<file path="config.mk">
export PLATFORM = sky130hd
export DESIGN_NAME = ofdm_sc_mapper
export DESIGN_NICKNAME = d
export VERILOG_FILES = /design/src/rtl/ofdm_pkg.sv /design/src/rtl/ofdm_sc_classify.sv /design/src/rtl/ofdm_sc_mapper.sv
export SDC_FILE = /design/constraint.sdc
export NUM_CORES = 1
export LEC_CHECK = 0
export ABC_AREA = 1
export CORE_ASPECT_RATIO = 0.7
export CORE_UTILIZATION = 35
export CTS_BUF_LIST = sky130_fd_sc_hd__clkbuf_2 sky130_fd_sc_hd__clkbuf_4 sky130_fd_sc_hd__clkbuf_8
export CTS_CLUSTER_SIZE = 10
export DETAILED_ROUTE_END_ITERATION = 8
export PLACE_DENSITY = 0.69
export SETUP_SLACK_MARGIN = 0.3
export SLEW_MARGIN = 20
export SYNTH_ARGS = -nofsm -noshare
export SYNTH_HDL_FRONTEND = slang
export SYNTH_HIERARCHICAL = 1
export SYNTH_SLANG_ARGS = --single-unit
</file>
<file path="constraint.sdc">
create_clock -name clk -period 2 [get_ports clk]
set_input_delay 0.4 -clock clk [delete_from_list [all_inputs] [get_ports clk]]
set_output_delay 0.4 -clock clk [all_outputs]
set_load 0.02 [all_outputs]
</file>
<file path="src/rtl/ofdm_pkg.sv">
// Shared OFDM subcarrier definitions: carrier classes, the k->class rule and
// a per-symbol data-carrier count for upstream counters and benches.
package ofdm_pkg;

  typedef enum logic [1:0] {
    SC_NULL  = 2'd0,
    SC_PILOT = 2'd1,
    SC_DATA  = 2'd2
  } sc_class_t;

  // DC and the band around Nyquist are null; null wins over pilot
  function automatic sc_class_t sc_class(
    input int unsigned k,
    input int unsigned n_fft,
    input int unsigned guard_half,
    input int unsigned pilot_step,
    input int unsigned pilot_offset
  );
    if (k == 0 ||
        (k >= n_fft / 2 - guard_half && k <= n_fft / 2 + guard_half - 1))
      return SC_NULL;
    if ((k % pilot_step) == pilot_offset)
      return SC_PILOT;
    return SC_DATA;
  endfunction

  function automatic int unsigned n_data_per_sym(
    input int unsigned n_fft,
    input int unsigned guard_half,
    input int unsigned pilot_step,
    input int unsigned pilot_offset
  );
    int unsigned n;
    n = 0;
    for (int unsigned k = 0; k < n_fft; k++) begin
      if (sc_class(k, n_fft, guard_half, pilot_step, pilot_offset) == SC_DATA)
        n++;
    end
    return n;
  endfunction

endpackage

</file>
<file path="src/rtl/ofdm_sc_classify.sv">
// Combinational subcarrier index -> class lookup, shared with the receiver demapper.
module ofdm_sc_classify
  import ofdm_pkg::*;
#(
  parameter int unsigned N_FFT        = 64,
  parameter int unsigned GUARD_HALF   = 6,
  parameter int unsigned PILOT_STEP   = 8,
  parameter int unsigned PILOT_OFFSET = 4,
  localparam int unsigned KW          = $clog2(N_FFT)
) (
  input  logic [KW-1:0] k,
  output sc_class_t     sc_class_c
);

  assign sc_class_c = sc_class(32'(k), N_FFT, GUARD_HALF, PILOT_STEP, PILOT_OFFSET);

endmodule

</file>
<file path="src/rtl/ofdm_sc_mapper.sv">
// Builds one OFDM symbol in FFT input order from QAM data, pilot signs and
// internal nulls, with ready/valid on every side and SOP/EOP framing.
module ofdm_sc_mapper
  import ofdm_pkg::*;
#(
  parameter int unsigned N_FFT        = 64,
  parameter int unsigned DW           = 16,
  parameter int unsigned GUARD_HALF   = 6,
  parameter int unsigned PILOT_STEP   = 8,
  parameter int unsigned PILOT_OFFSET = 4,
  parameter int          PILOT_AMP    = 11585,
  parameter int unsigned SYM_W        = 16
) (
  input  logic             clk,
  input  logic             rst,
  input  logic             en,
  input  logic [DW-1:0]    data_i,
  input  logic [DW-1:0]    data_q,
  input  logic             data_valid,
  output logic             data_ready,
  input  logic             pilot_sign,
  input  logic             pilot_valid,
  output logic             pilot_ready,
  input  logic             ready_in,
  output logic [DW-1:0]    real_out,
  output logic [DW-1:0]    imag_out,
  output logic             valid_out,
  output logic             sop_out,
  output logic             eop_out,
  output logic [SYM_W-1:0] sym_cnt
);

  localparam int unsigned KW        = $clog2(N_FFT);
  localparam logic [KW-1:0] K_LAST  = KW'(N_FFT - 1);
  localparam logic [DW-1:0] PILOT_P = DW'(PILOT_AMP);
  localparam logic [DW-1:0] PILOT_N = DW'(-PILOT_AMP);

  // Parameter sanity, caught at elaboration
  if (N_FFT < 8 || N_FFT > 1024 || (N_FFT & (N_FFT - 1)) != 0) begin : g_bad_nfft
    $error("ofdm_sc_mapper: N_FFT must be a power of 2 in 8..1024");
  end
  if (GUARD_HALF >= N_FFT / 2) begin : g_bad_guard
    $error("ofdm_sc_mapper: N_FFT/2 - GUARD_HALF must be > 0");
  end
  if (PILOT_STEP == 0 || (PILOT_STEP & (PILOT_STEP - 1)) != 0) begin : g_bad_step
    $error("ofdm_sc_mapper: PILOT_STEP must be a power of 2");
  end
  if (PILOT_OFFSET >= PILOT_STEP) begin : g_bad_offset
    $error("ofdm_sc_mapper: PILOT_OFFSET must be < PILOT_STEP");
  end
  if (PILOT_AMP < 0 || longint'(PILOT_AMP) > ((longint'(1) <<< (DW - 1)) - 1)) begin : g_bad_amp
    $error("ofdm_sc_mapper: PILOT_AMP must fit DW bits signed");
  end

  logic [KW-1:0] k;
  sc_class_t     cls_c;
  logic          can_load_c;
  logic          avail_c;
  logic          load_c;

  ofdm_sc_classify #(
    .N_FFT        (N_FFT),
    .GUARD_HALF   (GUARD_HALF),
    .PILOT_STEP   (PILOT_STEP),
    .PILOT_OFFSET (PILOT_OFFSET)
  ) u_classify (
    .k          (k),
    .sc_class_c (cls_c)
  );

  // Whether the source owning the current carrier has a sample ready
  always_comb begin
    avail_c = 1'b0;
    case (cls_c)
      SC_NULL:  avail_c = 1'b1;
      SC_PILOT: avail_c = pilot_valid;
      SC_DATA:  avail_c = data_valid;
      default:  avail_c = 1'b0;
    endcase
  end

  assign can_load_c  = en & (~valid_out | ready_in);
  assign load_c      = can_load_c & avail_c;
  assign data_ready  = can_load_c & (cls_c == SC_DATA);
  assign pilot_ready = can_load_c & (cls_c == SC_PILOT);

  // Single output stage; a missing source stalls on the same k
  always_ff @(posedge clk or posedge rst) begin
    if (rst) begin
      k         <= '0;
      sym_cnt   <= '0;
      real_out  <= '0;
      imag_out  <= '0;
      valid_out <= 1'b0;
      sop_out   <= 1'b0;
      eop_out   <= 1'b0;
    end else if (load_c) begin
      valid_out <= 1'b1;
      sop_out   <= (k == '0);
      eop_out   <= (k == K_LAST);
      k         <= k + KW'(1);
      if (k == K_LAST)
        sym_cnt <= sym_cnt + SYM_W'(1);
      case (cls_c)
        SC_PILOT: begin
          real_out <= pilot_sign ? PILOT_N : PILOT_P;
          imag_out <= '0;
        end
        SC_DATA: begin
          real_out <= data_i;
          imag_out <= data_q;
        end
        default: begin
          real_out <= '0;
          imag_out <= '0;
        end
      endcase
    end else if (can_load_c) begin
      valid_out <= 1'b0;
      sop_out   <= 1'b0;
      eop_out   <= 1'b0;
    end
  end

endmodule

</file>
# Yosys cells after proc, flatten, opt, wreduce, memory -nomap -nowiden
# Index checks and enable logic that the tools add are counted.
# totals
ff_bits	57
in_bits	39
output_inout_bits	53
elab_cells	42
# op_classes
n_addsub	2
magnitude_cmp	2
n_eq_ne	4
muxes	15
bitwise	6
n_reduce_logical	6
# ops
operator	count
2-to-1 mux 16 bit	2
one-hot mux 16 bit (2 select lines)	1
adder 16 x 1 -> 16 bit (second input constant)	1
2-to-1 mux 2 bit	4
2-to-1 mux 1 bit	7
adder 6 x 1 -> 6 bit (second input constant)	1
== test 6 bit (second input constant)	1
greater-or-equal comparator 6 x 5 -> 1 bit (second input constant)	1
less-or-equal comparator 6 bit (second input constant)	1
logical NOT 6 bit	1
bitwise AND 1 bit	4
== test 3 bit (second input constant)	1
one-hot mux 1 bit (3 select lines)	1
== test 2 x 1 -> 1 bit (second input constant)	1
== test 2 bit (second input constant)	1
logical NOT 2 bit	1
AND reduction 2 bit	1
nonzero test 2 bit	1
logical AND 1 bit	1
logical OR 1 bit	1
NOT 1 bit	1
OR 1 bit	1

# Depth between registers and ports, before layout
# Gate-level depths: netlist of the first run.
# depth
depth_word	11
mapped_depth	18
depth_no_buf	16

# Hierarchy
# The synthesis of the first run kept the hierarchy.
# modules_own_cells
mod	instances	cells_per_inst	area_per_inst_um2
ofdm_sc_mapper	1	379	3012.9
ofdm_sc_classify	1	16	61.3

# Worst setup path before layout of the first run
# No wires, ideal clock.
# synth_timing
path_kind	register to output
from	register k[0]
to	output port data_ready
t_arrival_ns	1.652
path_slack_ns	-0.052
path_stages_with_launch	13
n_path_buf	2
cell_sequence	dfrtp_1 -> nor2_1 -> nand2_1 -> nand2_1 -> nand2_1 -> nand2_1 -> nor2_1 -> inv_1 -> ha_1 -> buf_6 -> buf_2 -> inv_1 -> nor2_1
# synth_between
elab_chain_len	7
elab_cells_between_ends	14
cone_classes	order compare: 2; eq/ne: 2; mux: 6; bitwise: 1; reduce/logical: 3
# synth_rtl
item	line_no	rtl
start: declaration	ofdm_sc_mapper.sv:55	logic [KW-1:0] k;
start signal: assignment	ofdm_sc_mapper.sv:101	k <= k + KW'(1);
greater-or-equal comparator 6 x 5 -> 1 bit (tied with other cells)	ofdm_pkg.sv:20	(k >= n_fft / 2 - guard_half && k <= n_fft / 2 + guard_half - 1))
logical AND 1 bit or 2-to-1 mux 1 bit (tied branches)	ofdm_pkg.sv:20, ofdm_pkg.sv:22	
logical OR 1 bit or 2-to-1 mux 1 bit (tied branches)	ofdm_pkg.sv:19, ofdm_pkg.sv:22	
2-to-1 mux 1 bit or 2-to-1 mux 2 bit (tied branches)	ofdm_pkg.sv:19, ofdm_pkg.sv:24	
2-to-1 mux 2 bit *	ofdm_pkg.sv:22	if ((k % pilot_step) == pilot_offset)
net cls_c[0]	ofdm_sc_mapper.sv:56	sc_class_t cls_c;
== test 2 bit *	ofdm_sc_mapper.sv:84	assign data_ready = can_load_c & (cls_c == SC_DATA);
bitwise AND 1 bit *	ofdm_sc_mapper.sv:84	
end: declaration	ofdm_sc_mapper.sv:20	output logic data_ready,
# The timed path passes the listed nets; every way through them passes the cells marked *. The select of a mux whose other input is x is not followed.

# Final worst setup path of the first run
# layout_timing
from	register k[1]
to	register sym_cnt[4]
# layout_between
elab_chain_len	9
elab_cells_between_ends	19
cone_classes	order compare: 2; eq/ne: 4; mux: 7; bitwise: 1; reduce/logical: 5
# layout_rtl
item	line_no	rtl
greater-or-equal comparator 6 x 5 -> 1 bit (tied with other cells)	ofdm_pkg.sv:20	
logical AND 1 bit or 2-to-1 mux 1 bit (tied branches)	ofdm_pkg.sv:20, ofdm_pkg.sv:22	
logical OR 1 bit or 2-to-1 mux 1 bit (tied branches)	ofdm_pkg.sv:19, ofdm_pkg.sv:22	
2-to-1 mux 1 bit or 2-to-1 mux 2 bit (tied branches)	ofdm_pkg.sv:19, ofdm_pkg.sv:24	
2-to-1 mux 2 bit *	ofdm_pkg.sv:22	
net cls_c[0]	ofdm_sc_mapper.sv:56	
== test 2 bit (tied with other cells)	ofdm_sc_mapper.sv:74	case (cls_c)
one-hot mux 1 bit (3 select lines) *	ofdm_sc_mapper.sv:74	
bitwise AND 1 bit *	ofdm_sc_mapper.sv:83	assign load_c = can_load_c & avail_c;
AND reduction 2 bit (no line) *	n/a	
end signal: assignment	ofdm_sc_mapper.sv:103	sym_cnt <= sym_cnt + SYM_W'(1);
end: declaration	ofdm_sc_mapper.sv:30	output logic [SYM_W-1:0] sym_cnt
# Marked as above.
# A chain may end at the register's enable or synchronous reset.

==> metrics.md, run 1 <==
| Metric | Value |
|---|---|
| Inserted Diodes | 0 |
| Crit path time final | 2.23 ns |
| DP Wirelength | 5810 um |
| Clk slew on worst S/H paths | 0.07 ns |
| Sequential share of the synthesized area | 0.464 |
| Slew @ Worst Pin | 0.485 ns |
| Met1 Use GR | 0.273 |
| Vias/cell | 4.80 |
| Routability cong. | 0.864 |
| Layout cells sized above 1 | 0.290 |
| Leak | 2.77 nW |
| Seq cells post-synth | 57 |
| Worst-Skew Late Latency | 0.34 ns |
| DRT Pass-1 Iters | 4 |
| CTS buffer count | 9 |
| Critical Path RT | 2.23 ns |
| Crit-path slowest cell | dfrtp_2 |
| WHS | 0.477 ns |
| Fin area | 5180 um^2 |
| Setup crit end kind | register |
| Busiest grt layer | met2 |
| Starting density of the core | 0.363 |
| Pre-CTS setup slack | -0.328 ns |
| WP buf/inv | 4 |
| Post-Synthesis Net Count | 441 |
| Cells after synthesis | 395 |
| Fill cells | 724 |
| Synth-to-Final Area Change | 68.5% |
| Max Clk Rate | 449 MHz |
| Hold Fails Final Rpt | 0 |
| H-tree levels | 3 |
| Critical path, cell by cell | nor2_2 -> nand2_1 -> nand2_1 -> nand2_1 -> nand2_2 -> nor2_4 -> buf_6 -> ha_4 -> buf_6 -> nand2_4 -> nand2_4 -> nor2_4 -> nor2_8 -> nand2_8 -> buf_12 -> clkinv_8 -> nand2_2 -> nand2_2 |
| Netlist cell types | 29 |
| Overflow after GRT | 0 |
| Die Width | 114 um |
| Crit path max-delay family | simple AND/OR/NAND/NOR gates |
| Final WL | 9470 um |
| Post-Syn Area | 3070 um^2 |
| Max Cap Violations | 0 |
| Final period util | 1.11 |
| Yosys warnings | 6 |
| Via count | 3124 |
| CTS tree | done |
| Sinks on Clock Net | 57 |
| Drt initial violations | 112 |
| Post-route DRC | 0 |
| Storage cell area | 1430 um^2 |
| Top-level port count | 92 |
| Multi-input logic area | 1760 um^2 |
| WS Path Type | register to register |
| First-pass GRT wire length | 14500 um |
| P per Cell Area | 1550 nW/um^2 |
| CP max stage delay | 0.44 ns |
| Vias in the first global route | 3027 |
| Routed len/inst | 14.6 um |
| Root Driver | clkbuf_8 |
| Met2 capacity usage during global routing | 0.333 |
| Setup Skew | 0.00727 ns |
| Max-slew violations | 0 |
| Failing checks | setup timing |
| Critical Path Source Type | register |
| Die ar. | 9170 um^2 |
| Top post-synthesis cells by area | dfrtp_1, nand2_1, nand3_1, inv_1, nor2_1 |
| Area share of the largest cell type after synthesis | 0.464 |
| Row count | 28 |
| Net count, final | 572 |
| GRT Total Usage | 0.205 |
| Die H | 80.4 um |
| Cell Area, Placed | 4280 um^2 |
| RSZ-0062 raised after global routing | yes |
| Outcome | finished with violations |
| Clock Path Buffers | 2 |
| Post-DRT Antenna Nets | 0 |
| Worst slew margin | 0.677 |
| M3 GR Usage | 0.0528 |
| Area of the core | 8480 um^2 |
| Leading area contributor after synthesis | dfrtp_1 |
| Setup ws final | -0.225 ns |
| Crit-path max FO | 7 |
| Final setup violation count | 59 |
| Antenna violations before repair | 0 |
| Pin count of the biggest net entering global routing | 58 |
| Post-Syn Area per Cell | 7.78 um^2 |
| CP arrival | 2.45 ns |
| Hold WC Path Type | register to register |
| Peak supply drop | 0.000800 V |
| Number of port buffers | 91 |
## where the power goes
group | total, mW | switching (mW) | internal (mW) | leakage (nW)
sequential | 1.77 | 0.254 | 1.52 | 0.732
clock | 1.26 | 0.490 | 0.765 | 0.115
combinational | 5.03 | 2.83 | 2.20 | 1.92
total | 8.05 | 3.57 | 4.48 | 2.77
## cell usage in the layout, fill, tap and decap left out, types with 4 or more instances in the layout
cell               n
buf_12             9
buf_4             21
buf_6              9
clkbuf_8          11
clkdlybuf4s50_1   38
dfrtp_1           56
dlygate4sd2_1     45
dlymetal6s2s_1     6
inv_1             25
inv_2              7
nand2_1          147
nand2_2           12
nand2_4           12
nand3_1            6
nand3_2           31
nand4_1            9
nor2_1            18
nor2_2             4
nor2_4             5
o21ai_0            6
o21ai_2            9
xor2_1             9
## layout make-up
| cell class | instances | area share |
|---|---|---|
| Inverter | 34 | 0.0278 |
| Timing Repair Buffer | 134 | 0.280 |
| Sequential cell | 57 | 0.276 |
| Clock buffer | 11 | 0.0292 |
| Multi-Input combinational cell | 289 | 0.340 |
| Clock inverter | 5 | 0.0150 |
| Tap cell | 120 | 0.0290 |
| Timing Repair inverter | 1 | 0.00314 |
## cell families after synthesis
logic type / count (synthesis) / share of synthesized area
AND/OR/NAND/NOR: 253 / 0.357
flip-flops: 57 / 0.464
buffers and inverters: 49 / 0.0851
AO/OA/AOI/OAI: 18 / 0.0342
XOR/XNOR: 11 / 0.0313
adder cells (fa/ha/maj): 7 / 0.0285
## path summary, 6_finish.rpt
path                             start          end  slack [ns]  depth (start not counted)
setup / recovery                  k[1]   sym_cnt[4]       -0.23                         18
hold / removal             imag_out[2]  imag_out[2]        0.48                          2
setup reg to reg                  k[1]   sym_cnt[4]       -0.23                         18
hold reg to reg            imag_out[2]  imag_out[2]        0.48                          2
max in group asynchronous          rst         k[1]        1.24                          3
min in group asynchronous          rst  imag_out[8]        0.49                          3
## synth_stat cells (all sizes together)
master and n:
o21ai 18, buf 12, ha 7, dfrtp 57, nand4 9, nor2 28
xnor2 2, inv 34, nand2 172, xor2 9, nand3 40, nand3b 2
nor3 2, clkbuf 3
## sequential cells by signal, indices dropped and copies added, names as in the netlist
register,cells
k,6
eop_out,1
sym_cnt,16
valid_out,1
imag_out,16
sop_out,1
real_out,16
## worst register-to-register path, stage by stage, from the launching register on
cell	delay, ns
dfrtp_2	0.44
nor2_2	0.12
nand2_1	0.08
nand2_1	0.07
nand2_1	0.06
nand2_2	0.11
nor2_4	0.05
buf_6	0.11
ha_4	0.16
buf_6	0.12
nand2_4	0.06
nand2_4	0.05
nor2_4	0.16
nor2_8	0.08
nand2_8	0.10
buf_12	0.12
clkinv_8	0.08
nand2_2	0.08
nand2_2	0.05
## layer usage
layer  wire length [um]  part of all wire
met5                  0                 0
met3                569             0.060
met1               4380              0.46
met4                 64            0.0068
met2               4460              0.47
## per-stage QoR
step | TNS [ns] | util | total power [mW] | cells
6_report | -10.37 | 0.611 | 8.05 | 651
5_1_grt | -16.04 | 0.611 | 8.51 | 651
4_1_cts | -7.44 | 0.581 | 7.68 | 644
3_5_place_dp | -11.42 | 0.505 | 5.51 | 615
3_3_place_gp | -4.12 | 0.505 | 5.42 | 615
2_1_floorplan | 0 | - | 4.09 | 395
## timing repair
action                     4_1_cts  5_1_grt
hold buffers                     0        0
cloned                           5        1
setup endpoints to repair      104       65
pin swaps                       27       33
gates resized for setup        129       41
buffers inserted                 8        6
Note: power is estimated with default switching activity, not from simulation.
==> run 2, diff against run 1 <==
- PLACE_DENSITY: 0.69 -> 0.66
- clock period: 2 -> 2.55 ns (I/O delays scaled with it)
==> metrics.md, run 2 (synthesis gave the netlist of run 1 again) <==
| Metric | Value |
|---|---|
| FF-to-FF path depth | 17 (-1) |
| Commonest cells after routing, fill and taps aside | nand2_1, clkdlybuf4s50_1, dfrtp_1 |
| Hold Path Sink | real_out[3] |
| Clk slew on worst S/H paths | 0.07 ns (about the same) |
| Antenna violations before repair | 0 (unchanged) |
| Sinks on Clock Net | 57 (unchanged) |
| Synth-to-Final Area Change | 47.2% |
| Area of the core | 8480 um^2 (unchanged) |
| GRT Total Usage | 0.186 (-0.0195) |
| Net count, final | 550 (-3.8%) |
| Setup ws final | 0.238 ns (+0.463 ns) |
| Post-DRT Antenna Nets | 0 (unchanged) |
| Critical Path RT | 2.04 ns (-0.19 ns) |
| Hold path startpoint | real_out[3] |
| Layout cells sized above 1 | 0.151 (-0.139) |
| First-pass GRT wire length | 13200 um (-9.1%) |
| Critical path, cell by cell | nor2_2 -> nand2_1 -> nand2_1 -> nand2_1 -> nand2_2 -> nor2_4 -> inv_2 -> ha_4 -> inv_4 -> nor2_2 -> buf_6 |
| CTS tree | done |
| Routed len/inst | 13.4 um (-7.9%) |
| Final period util | 0.907 |
| Slew @ Worst Pin | 0.535 ns (+0.0502 ns) |
| Final setup violation count | 0 (-100%) |
| Max-slew violations | 0 (unchanged) |
| Cell mode on critical path | nand2_1 |
| Crit-path slowest cell | dfrtp_1 |
| Inserted Diodes | 0 (unchanged) |
| Setup TNS | 0 ns (+10.37 ns) |
| Die H | 80.4 um (unchanged) |
| Cell Area, Placed | 4100 um^2 (-4.2%) |
| Max Clk Rate | 432 MHz |
| Crit-path max FO | 4 (-3) |
| WHS | 0.480 ns (+0.00324 ns) |
| Clock Path Buffers | 2 (unchanged) |
| Peak supply drop | 0.000861 V (+7.6%) |
| Reg-to-reg critical path startpoint | k[1] |
| Setup crit end kind | output port |
| DRT Pass-1 Iters | 4 (unchanged) |
| Via count | 2944 (-5.8%) |
| RR Endpoint | sym_cnt[7] |
| Fin area | 4520 um^2 (-13%) |
| Die ar. | 9170 um^2 (unchanged) |
| Leak | 2.22 nW (-20%) |
| DP Wirelength | 5690 um (-2.0%) |
| Routability cong. | 0.837 (-3.2%) |
| CP arrival | 1.80 ns (-0.65 ns) |
| Top-level port count | 92 (unchanged) |
| Post-route DRC | 0 (unchanged) |
| Pin count of the biggest net entering global routing | 35 (-40%) |
| WS Path Type | register to output port |
| Die Width | 114 um (unchanged) |
| CP max stage delay | 0.43 ns (about the same) |
| PnR Total Power | 5.34 mW (-34%) |
| Vias/cell | 4.68 (-2.5%) |
| Worst slew margin | 0.643 (-0.0340) |
| RSZ-0062 raised after global routing | yes |
| Worst-Skew Late Latency | 0.35 ns (about the same) |
| R2R setup slack | 0.29 ns (+0.52 ns) |
| Max Cap Violations | 0 (unchanged) |
| H-tree levels | 3 (unchanged) |
| Hold depth | 2 (unchanged) |
| Overflow after GRT | 0 (unchanged) |
| Final WL | 8430 um (-11%) |
| Hold Buf Count CTS | 0 (unchanged) |
| Commonest non-fill, non-tap cell in the layout | nand2_1 |
| Pre-CTS setup slack | 0.0646 ns (+0.392 ns) |
| Row count | 28 (unchanged) |
| Hold Fails Final Rpt | 0 (unchanged) |
| Crit path time final | 2.31 ns |
| Root Driver | clkbuf_8 |
| Hold WC Path Type | register to register |
| Setup Skew | 0.00982 ns (+0.00255 ns) |
| Outcome | finished clean |
| CTS buffer count | 9 (unchanged) |
| Starting density of the core | 0.363 (unchanged) |
| P per Cell Area | 1180 nW/um^2 (-24%) |
| Final Util | 0.534 (-0.0772) |
| Number of port buffers | 91 (unchanged) |
| Drt initial violations | 144 (+29%) |
| Largest registers | imag_out: 16 flops, real_out: 16 flops, sym_cnt: 16 flops |
| Final Non-Filler Cells | 629 (-3.4%) |
| Vias in the first global route | 2724 (-10%) |
| Critical Path Source Type | register |
| Placed insts | 599 (-2.6%) |
## run 2: cell count changes in the layout (fill, tap and decap cells not counted), sizes merged, moves of 6 or more
cell | previous run | this run
clkdlybuf4s50 | 38 | 89
dlymetal6s2s | 6 | 0
buf | 42 | 23
dlygate4sd2 | 45 | 0
## run 2: layout make-up
| type | instances | area (um^2) |
|---|---|---|
| Inverter | 34 | 135 |
| Tap cell | 120 | 150 |
| Timing Repair Buffer | 113 | 1140 |
| Multi-Input combinational cell | 289 | 1470 |
| Fill cell | 792 | 3950 |
| Clock buffer | 11 | 145 |
| Clock inverter | 5 | 55.1 |
| Sequential cell | 57 | 1430 |
## run 2: worst max-delay path: cells and delay by family, from the launching register on
family	cells	cell delay (ns)
AND/OR/NAND/NOR	7	0.58
flip-flops	1	0.43
buffers and inverters	3	0.26
adder cells (fa/ha/maj)	1	0.18
## run 2: repair_timing
| action | in CTS | in global routing |
|---|---|---|
| setup buffers | 8 | 5 |
| pin swaps | 6 | 14 |
| cloned | 0 | 1 |
| setup endpoints to repair | 8 | 55 |
| gates resized for setup | 23 | 22 |
| hold endpoints to repair | 0 | 0 |
## run 2: worst max path at each step
stage / from / to / slack, ns
floorplan: k[0] / data_ready / 0.39
global placement: ready_in / data_ready / 0.08
detailed placement: k[1] / pilot_ready / 0.06
CTS: k[1] / data_ready / 0.27
global route: k[1] / data_ready / 0.14
finish: k[1] / pilot_ready / 0.24
## run 2: routing by layer
metal  global-route usage  vias to the layer above  share of wire
met5                    0                        -              0
met3               0.0483                        8          0.047
li1                     -                     1451              -
met1                0.254                     1411           0.48
met4               0.0468                        0         0.0089
met2                0.291                       74           0.46
## run 2: power breakdown
part,switching (mW),internal (mW),leakage (nW)
clock,0.374,0.485,0.0987
sequential,0.206,1.19,0.732
combinational,1.76,1.32,1.39
total,2.34,3.00,2.22
==> run 3, diff against run 2 <==
- DONT_BUFFER_PORTS: default -> 1
- PLACE_DENSITY: 0.66 -> 0.53
==> metrics.md, run 3 (synthesis gave the netlist of run 1 again) <==
| Metric | Value |
|---|---|
| Outcome | finished clean |
| Top-level port count | 92 (unchanged) |
| Synth-to-Final Area Change | 16.3% |
| RSZ-0062 raised after global routing | yes |
| Peak supply drop | 0.000632 V (-27%) |
| Hold Fails Final Rpt | 0 (unchanged) |
| Number of port buffers | 0 (-100%) |
| Psw | 2.22 mW (-5.3%) |
| Die ar. | 9170 um^2 (unchanged) |
| Clock Path Buffers | 2 (unchanged) |
| Clk slew on worst S/H paths | 0.07 ns (about the same) |
| Setup Skew | 0.0110 ns (+0.00121 ns) |
| Commonest cells after routing, fill and taps aside | nand2_1, dfrtp_1, nand3_1 |
| H-tree levels | 3 (unchanged) |
| CTS tree | done |
| Hold WC Path Type | primary input to async pin |
| Final setup violation count | 0 (unchanged) |
| Max-slew violations | 0 (unchanged) |
| Max Cap Violations | 0 (unchanged) |
| WS Path Type | register to output port |
| First-pass GRT wire length | 11600 um (-12%) |
| Switching Fraction | 0.476 (+0.0374) |
| Critical path, cell by cell | nor2_4 -> nand2_1 -> nand2_1 -> nand2_2 -> nand2_4 -> nor2_4 -> inv_2 -> ha_4 -> inv_2 -> nor2_2 -> buf_6 |
| GRT Total Usage | 0.164 (-0.0220) |
| Root Driver | clkbuf_8 |
| Critical Path Source Type | register |
| Routability cong. | 0.794 (-5.1%) |
| Post-route DRC | 0 (unchanged) |
| Area of the core | 8480 um^2 (unchanged) |
| Max Clk Rate | 448 MHz (+3.6%) |
| Layout cells sized above 1 | 0.183 (+0.0319) |
| Setup TNS | 0 ns (unchanged) |
| Post-DRT Antenna Nets | 0 (unchanged) |
| Commonest non-fill, non-tap cell in the layout | nand2_1 |
| Part of the power in combinational logic | 0.448 (-0.130) |
| Vias/cell | 4.71 (+0.64%) |
| Net count, final | 457 (-17%) |
| Starting density of the core | 0.363 (unchanged) |
| P per Cell Area | 1300 nW/um^2 (+10%) |
| Overflow after GRT | 0 (unchanged) |
| Final period util | 0.875 (-0.0313) |
| Inserted Diodes | 0 (unchanged) |
| Critical Path RT | 2.04 ns (about the same) |
| WP buf/inv | 3 (unchanged) |
| Clock power share | 0.181 (+0.020) |
| Fill cells | 856 (+8.1%) |
| Hold Buf Count CTS | 0 (unchanged) |
| Setup crit end kind | output port |
| Final WL | 7430 um (-12%) |
| Routed len/inst | 13.9 um (+3.6%) |
| Via count | 2520 (-14%) |
| Worst-Skew Late Latency | 0.33 ns (-0.02 ns) |
| Vias in the first global route | 2341 (-14%) |
| Largest registers | imag_out: 16 flops, real_out: 16 flops, sym_cnt: 16 flops |
| Sequential share of power | 0.371 (+0.109) |
| Internal Power | 2.44 mW (-19%) |
| Antenna violations before repair | 0 (unchanged) |
| CTS buffer count | 9 (unchanged) |
| Crit-path slowest cell | dfrtp_2 |
| PnR Total Power | 4.66 mW (-13%) |
| Crit path time final | 2.23 ns (-0.0799 ns) |
| Sinks on Clock Net | 57 (unchanged) |
| Row count | 28 (unchanged) |
| DRT Pass-1 Iters | 4 (unchanged) |
| R2R setup slack | 0.36 ns (+0.07 ns) |
| Leak | 1.86 nW (-16%) |
| CP max stage delay | 0.47 ns (+0.04 ns) |
| Die H | 80.4 um (unchanged) |
| Drt initial violations | 152 (+5.6%) |
| Crit path max-delay family | simple AND/OR/NAND/NOR gates |
| DP Wirelength | 4990 um (-12%) |
| Final Util | 0.422 (-0.112) |
| Worst slew margin | 0.606 (-0.0369) |
| Crit-path max FO | 6 (+2) |
| Die Width | 114 um (unchanged) |
| Pin count of the biggest net entering global routing | 33 (-5.7%) |
| Slew @ Worst Pin | 0.590 ns (+0.0552 ns) |
| CP arrival | 1.72 ns (-0.08 ns) |
==> run 3: layout make-up <==
type	count	area [um^2]	share of cell area
multi-input cells	290	1480	0.414
clock buffers	10	138	0.0385
inverters	34	130	0.0364
flip-flops and latches	57	1430	0.400
clock inverters	5	56.3	0.0157
well taps	120	150	0.0420
repair buffers	19	191	0.0535
==> run 3: per-stage QoR <==
step | hold slack (ns) | instances | area (um^2) | setup slack (ns)
2_1_floorplan | 0.507 | 395 | 3070 | 0.388
3_5_place_dp | 0.500 | 506 | 3160 | 0.383
3_3_place_gp | 0.491 | 506 | 3160 | 0.441
6_report | 0.115 | 535 | 3580 | 0.318
4_1_cts | 0.125 | 528 | 3450 | 0.290
5_1_grt | 0.145 | 535 | 3580 | 0.211
==> run 3: worst paths after layout <==
check,cells after the start,startpoint,end
min in group clk,2,data_q[12],imag_out[12]
max in group asynchronous,2,rst,k[1]
max reg2reg,16,k[1],sym_cnt[14]
min,1,rst,imag_out[12]
max,11,k[1],data_ready
min reg2reg,2,k[5],k[5]
==> run 3: routing by layer <==
layer | GRT usage | wire length, um | up-vias
met4 | 0.0571 | 84 | 0
met5 | 0 | 0 | -
li1 | - | - | 1265
met3 | 0.0536 | 423 | 9
met1 | 0.213 | 3520 | 1188
met2 | 0.254 | 3400 | 58
==> run 3: power by group through the flow <==
stage | sequential [mW] | combinational [mW] | clock [mW]
after global routing | 1.76 | 2.34 | 0.905
final | 1.73 | 2.09 | 0.842
after floorplan | 1.66 | 1.49 | 0
after detailed placement | 1.73 | 1.69 | 0
after global placement | 1.73 | 1.67 | 0
after CTS | 1.71 | 1.89 | 0.876
==> run 3: what timing repair did <==
action / CTS / global route
cloned: 0 / 1
pin swaps: 7 / 5
gates resized for setup: 17 / 17
buffers inserted: 7 / 6
setup endpoints to repair: 2 / 55
